[src/rtl/mult_div_unit.sv]
// Multicycle unsigned multiply/divide unit for the execute stage.
// Shift-add multiply and restoring divide, one bit per cycle, one op in flight.
module mult_div_unit #(
  parameter int WIDTH = 16,
  parameter int CNT_W = 4
) (
  input  logic             clk,
  input  logic             rst,
  input  logic             Start,
  input  logic             Flush,
  input  logic [1:0]       Op,
  input  logic [WIDTH-1:0] OpA,
  input  logic [WIDTH-1:0] OpB,
  output logic             Busy,
  output logic             Done,
  output logic [WIDTH-1:0] Result,
  output logic             DivByZero
);

  typedef enum logic [1:0] {
    S_IDLE = 2'd0,
    S_RUN  = 2'd1,
    S_DONE = 2'd2
  } state_t;

  state_t state_q, state_d;

  logic [CNT_W-1:0] cnt_q;
  logic [1:0]       op_q;
  logic [WIDTH-1:0] a_q;
  logic [WIDTH-1:0] b_q;
  logic [WIDTH:0]   hi_q;
  logic [WIDTH-1:0] lo_q;

  logic accept;
  logic div_zero;
  logic last_iter;

  logic [WIDTH:0]   mul_sum;
  logic [WIDTH:0]   mul_hi_n;
  logic [WIDTH-1:0] mul_lo_n;
  logic [WIDTH:0]   div_shift;
  logic [WIDTH:0]   div_diff;
  logic             div_ok;
  logic [WIDTH:0]   div_hi_n;
  logic [WIDTH-1:0] div_lo_n;
  logic [WIDTH:0]   hi_n;
  logic [WIDTH-1:0] lo_n;
  logic [WIDTH-1:0] result_n;

  assign accept    = (state_q == S_IDLE) && Start && !Flush;
  assign div_zero  = accept && Op[1] && (OpB == '0);
  assign last_iter = (state_q == S_RUN) && (cnt_q == CNT_W'(WIDTH - 1));

  // NOTE: non-blocking (<=) for all registered state so every flop samples pre-edge values.
  always_ff @(posedge clk) begin
    if (rst) begin
      state_q <= S_IDLE;
    end else begin
      state_q <= state_d;
    end
  end

  // NOTE: defaults first so every path assigns every output; otherwise a latch is inferred.
  always_comb begin
    state_d = state_q;
    Busy    = 1'b0;
    Done    = 1'b0;
    unique case (state_q)
      S_IDLE: begin
        Busy = Start && !Flush;
        if (accept) begin
          state_d = div_zero ? S_DONE : S_RUN;
        end
      end
      S_RUN: begin
        Busy = 1'b1;
        if (Flush) begin
          state_d = S_IDLE;
        end else if (last_iter) begin
          state_d = S_DONE;
        end
      end
      S_DONE: begin
        Done    = 1'b1;
        state_d = S_IDLE;
      end
      default: state_d = S_IDLE;
    endcase
  end

  // Shared datapath: hi_q is the product upper half (top bit always 0) or the
  // partial remainder; lo_q holds the multiplier or the dividend/quotient.
  always_comb begin
    mul_sum  = hi_q + (lo_q[0] ? {1'b0, a_q} : '0);
    mul_hi_n = {1'b0, mul_sum[WIDTH:1]};
    mul_lo_n = {mul_sum[0], lo_q[WIDTH-1:1]};

    div_shift = {hi_q[WIDTH-1:0], lo_q[WIDTH-1]};
    div_ok    = div_shift >= {1'b0, b_q};
    div_diff  = div_shift - {1'b0, b_q};
    div_hi_n  = div_ok ? div_diff : div_shift;
    div_lo_n  = {lo_q[WIDTH-2:0], div_ok};

    hi_n = op_q[1] ? div_hi_n : mul_hi_n;
    lo_n = op_q[1] ? div_lo_n : mul_lo_n;

    // MULH and REM take the high register, MUL and DIV the low one.
    result_n = op_q[0] ? hi_n[WIDTH-1:0] : lo_n;
  end

  always_ff @(posedge clk) begin
    if (rst) begin
      cnt_q     <= '0;
      op_q      <= '0;
      a_q       <= '0;
      b_q       <= '0;
      hi_q      <= '0;
      lo_q      <= '0;
      Result    <= '0;
      DivByZero <= 1'b0;
    end else if (accept) begin
      cnt_q <= '0;
      op_q  <= Op;
      a_q   <= OpA;
      b_q   <= OpB;
      hi_q  <= '0;
      lo_q  <= Op[1] ? OpA : OpB;
      if (div_zero) begin
        Result    <= Op[0] ? OpA : '1;
        DivByZero <= 1'b1;
      end
    end else if (state_q == S_RUN) begin
      cnt_q <= cnt_q + CNT_W'(1);
      hi_q  <= hi_n;
      lo_q  <= lo_n;
      if (last_iter && !Flush) begin
        Result    <= result_n;
        DivByZero <= 1'b0;
      end
    end
  end

endmodule
[config.mk]
export PLATFORM = sky130hd
export DESIGN_NAME = mult_div_unit
export DESIGN_NICKNAME = d
export VERILOG_FILES = /design/src/rtl/mult_div_unit.sv
export SDC_FILE = /design/constraint.sdc
export NUM_CORES = 1
export LEC_CHECK = 0
export CAP_MARGIN = 15
export CELL_PAD_IN_SITES_DETAIL_PLACEMENT = 0
export CELL_PAD_IN_SITES_GLOBAL_PLACEMENT = 1
export CORE_MARGIN = 4
export CORE_UTILIZATION = 25
export DETAILED_ROUTE_END_ITERATION = 10
export PLACE_DENSITY = 0.54
export SLEW_MARGIN = 15
export SYNTH_ARGS = -nofsm -noshare
export SYNTH_HDL_FRONTEND = slang
export SYNTH_SLANG_ARGS = --single-unit
[constraint.sdc]
create_clock -name clk -period 10.6 [get_ports clk]
set_clock_uncertainty 0.15 [all_clocks]
set_input_delay 1.06 -clock clk [delete_from_list [all_inputs] [get_ports clk]]
set_output_delay 1.06 -clock clk [all_outputs]
set_load 0.05 [all_outputs]
==> flow_metrics.py <==
metrics = {
    "clock_tree": {
        "cts_tree": "built",
        "cts_resized": 0,
        "numCtsBuffers": 9,
        "insertion_delay_ps": 350,
        "cts_hold_buf": 0,
        "cts.reportedPaths.clkPinSlew_ps": 70,
        "cts_sinks": 90,
        "post-cts-setup-buffers": 0,
        "clockBufferDepth": 2,
        "cts_htree_levels": 3,
        "clockRootBuffer": "clkbuf_16",
    },
    "floorplan": {
        "row_count": 57,
        "start_util_pct": 25.7,
        "dieArea_um2": 27800,
        "die_w_um": 167,
        "core_area_um2": 24500,
        "die_y_um": 167,
        "io_pins": 57,
    },
    "global_route": {
        "gr-total-overflow": 0,
        "antenna_found_initial": 0,
        "grt_pass1_wl_um": 37900,
        "grt_pass1_vias": 5993,
        "grt_max_degree": 71,
        "grt.total_usage_pct": 17.5,
    },
    "finish": {
        "nFillCells": 2737,
        "antennaDiodeCount": 0,
        "final_cell_area_um2": 7460,
        "finalNetCount": 944,
        "multi_input_area_um2": 4170,
        "drive_gt1_share_pct": 6.51,
        "areaGrowthSynthToFinish_pct": 18.5,
        "final_cells": 1200,
        "seq_area_um2": 1800,
    },
    "detailed_routing": {
        "viasPerCell": 5.16,
        "drtPass1Iterations": 5,
        "wirelength_um": 24700,
        "drt-initial-drc-count": 421,
        "dr_total_vias": 6196,
        "postRouteAntennaNets": 0,
        "wl_per_cell_um": 20.6,
        "drc_errors": 0,
    },
    "worst_setup_path": {
        "r2r_start": "lo_q[0]",
        "cp_max_fo": 54,
        "arrival_ps": 3610,
        "cp.required_ps": 9390,
        "reg2reg_depth": 11,
        "crit_type": "in2out",
        "r2r-end": "Result[15]",
        "endpoint_kind": "output port",
        "critPathLaunch": "Flush",
        "rrSetupSlack_ps": 6570,
        "setup.worst_path.start_class": "primary input",
        "cp-endpoint": "Busy",
    },
    "logic_synthesis": {
        "synthCells": 848,
        "async_flop_share_pct": 0,
        "syn-num-nets": 921,
        "synth-seq-area-share_pct": 28.6,
        "synth_edf_count": 0,
        "syn-mean-instance-area_um2": 7.42,
        "ys.flop_type": "dfxtp_1",
        "synth.distinct_cells": 70,
        "yosysWarnings": 0,
        "synth_area_um2": 6290,
        "ys_ff_latch": 90,
    },
    "power_and_ir_drop": {
        "power_mw": 0.994,
        "p_per_area_nw_per_um2": 133,
        "ir_drop_mv": 0.0737,
        "leakage_nw": 2.76,
    },
    "sta": {
        "relSlewSlack_pct": 37.4,
        "finalCritPeriodShare_pct": 45.5,
        "worstMarginPinSlew_ps": 938,
        "period_needed_ps": 4820,
        "finalHoldViolCount": 0,
        "slew_viol_final": 0,
        "rsz0062_at_grt": "no",
        "fmax_ghz": 0.207,
        "holdWs_ps": 303,
        "report.final.setup_viol": 0,
        "finalSetupTns_ps": 0,
    },
    "place": {
        "dpl.hpwl_um": 18300,
        "numPlacedInstances": 1184,
        "gp_congestion": 0.820,
        "post_dp_cell_area_um2": 7120,
        "portBuffers": 56,
    },
    "hold_path": {
        "hp-class": "reg2reg",
    },
    "status": {
        "status": "finished, final reports clean",
    },
    "job": {
        "cap_violations": 0,
    },
}
[synthesized netlist by cell type (all sizes together), types with 6 or more instances]
library cell,n,share of area (%)
nand4,6,0.60
mux2i,26,4.1
nand2,118,7.5
or3,6,0.68
nor4,7,0.70
buf,11,1.0
dfxtp,90,29
a211oi,11,1.4
xor2,12,1.7
o31ai,7,0.83
o211ai,11,1.3
ha,33,6.6
a31oi,11,1.1
o21bai,7,0.83
nor3,29,2.3
o21a,7,0.83
nor2,75,4.5
nand3,21,1.7
nor2b,8,0.80
inv,32,1.9
nand2b,6,0.60
and2,17,1.7
mux2,10,1.8
o21ai,45,3.6
xnor2,13,1.8
clkbuf,42,2.5
o22ai,15,1.5
a21o,11,1.3
a21oi,116,9.2
[stage by stage]
step / utilization [%] / setup WS, ps
floorplan: - / 6940
global placement: 29.0 / 5760
detailed placement: 29.0 / 5790
CTS: 30.4 / 5780
global route: 30.4 / 5610
finish: 30.4 / 5780
[where the power goes]
part,internal (mW),switching [mW]
sequential,0.351,0.0141
clock,0.226,0.150
combinational,0.0910,0.162
total,0.668,0.326
[cells by family after synthesis]
family                   synth area share, %
flip-flops                              28.6
adder cells (fa/ha/maj)                 7.20
XOR/XNOR                                3.48
buffers and inverters                   5.43
AO/OA/AOI/OAI                           26.2
multiplexers                            5.92
AND/OR/NAND/NOR                         23.1
[registers in the layout, indices dropped and copies added (netlist names)]
signal	count
a_q	16
hi_q	17
state_q	2
b_q	16
lo_q	16
DivByZero	1
Result	16
cnt_q	4
op_q	2
[cells in the final DEF, fill, tap and decap left out, drive strengths merged, types with 8 or more instances in the layout]
cell type      instances
nand3                 21
nor3                  29
xor2                  12
buf                   10
nor2                  75
o211ai                11
o22ai                 15
o21ai                 45
inv                   32
nand2                118
dfxtp                 90
xnor2                 13
mux2                  10
a211oi                11
and2                  17
clkbuf                12
a21o                  11
a31oi                 11
clkdlybuf4s50         55
mux2i                 26
ha                    33
nor2b                  8
a21oi                116
[layout make-up]
class | count | share of cell area, %
Multi-Input combinational cell | 673 | 55.9
Sequential cell | 90 | 24.2
Tap cell | 324 | 5.43
Clock inverter | 4 | 0.973
Timing Repair Buffer | 65 | 8.35
Clock buffer | 12 | 3.57
Inverter | 32 | 1.61
[per-layer routing]
layer	wire [um]	track usage (%)	up-vias
li1	-	-	3093
met1	12900	26.6	2965
met2	10700	26.4	119
met3	865	2.37	19
met4	266	3.49	0
met5	0	0	-
[worst min path at each step]
| stage | startpoint | to | slack (ps) | cells after the start |
|---|---|---|---|---|
| finish | a_q[0] | a_q[0] | 300 | 2 |
| global route | a_q[8] | a_q[8] | 330 | 2 |
| CTS | a_q[0] | a_q[0] | 310 | 2 |
| detailed placement | a_q[0] | a_q[0] | 300 | 2 |
| global placement | a_q[1] | a_q[1] | 290 | 2 |
| floorplan | a_q[0] | a_q[0] | 280 | 2 |
[critical path, stage by stage]
cell and delay, ps:
clkdlybuf4s50_1 500, nor4b_4 230, buf_4 540, nor2_1 330
inv_1 110, clkdlybuf4s50_1 800
No activity file was read; power rests on OpenSTA's default activity.
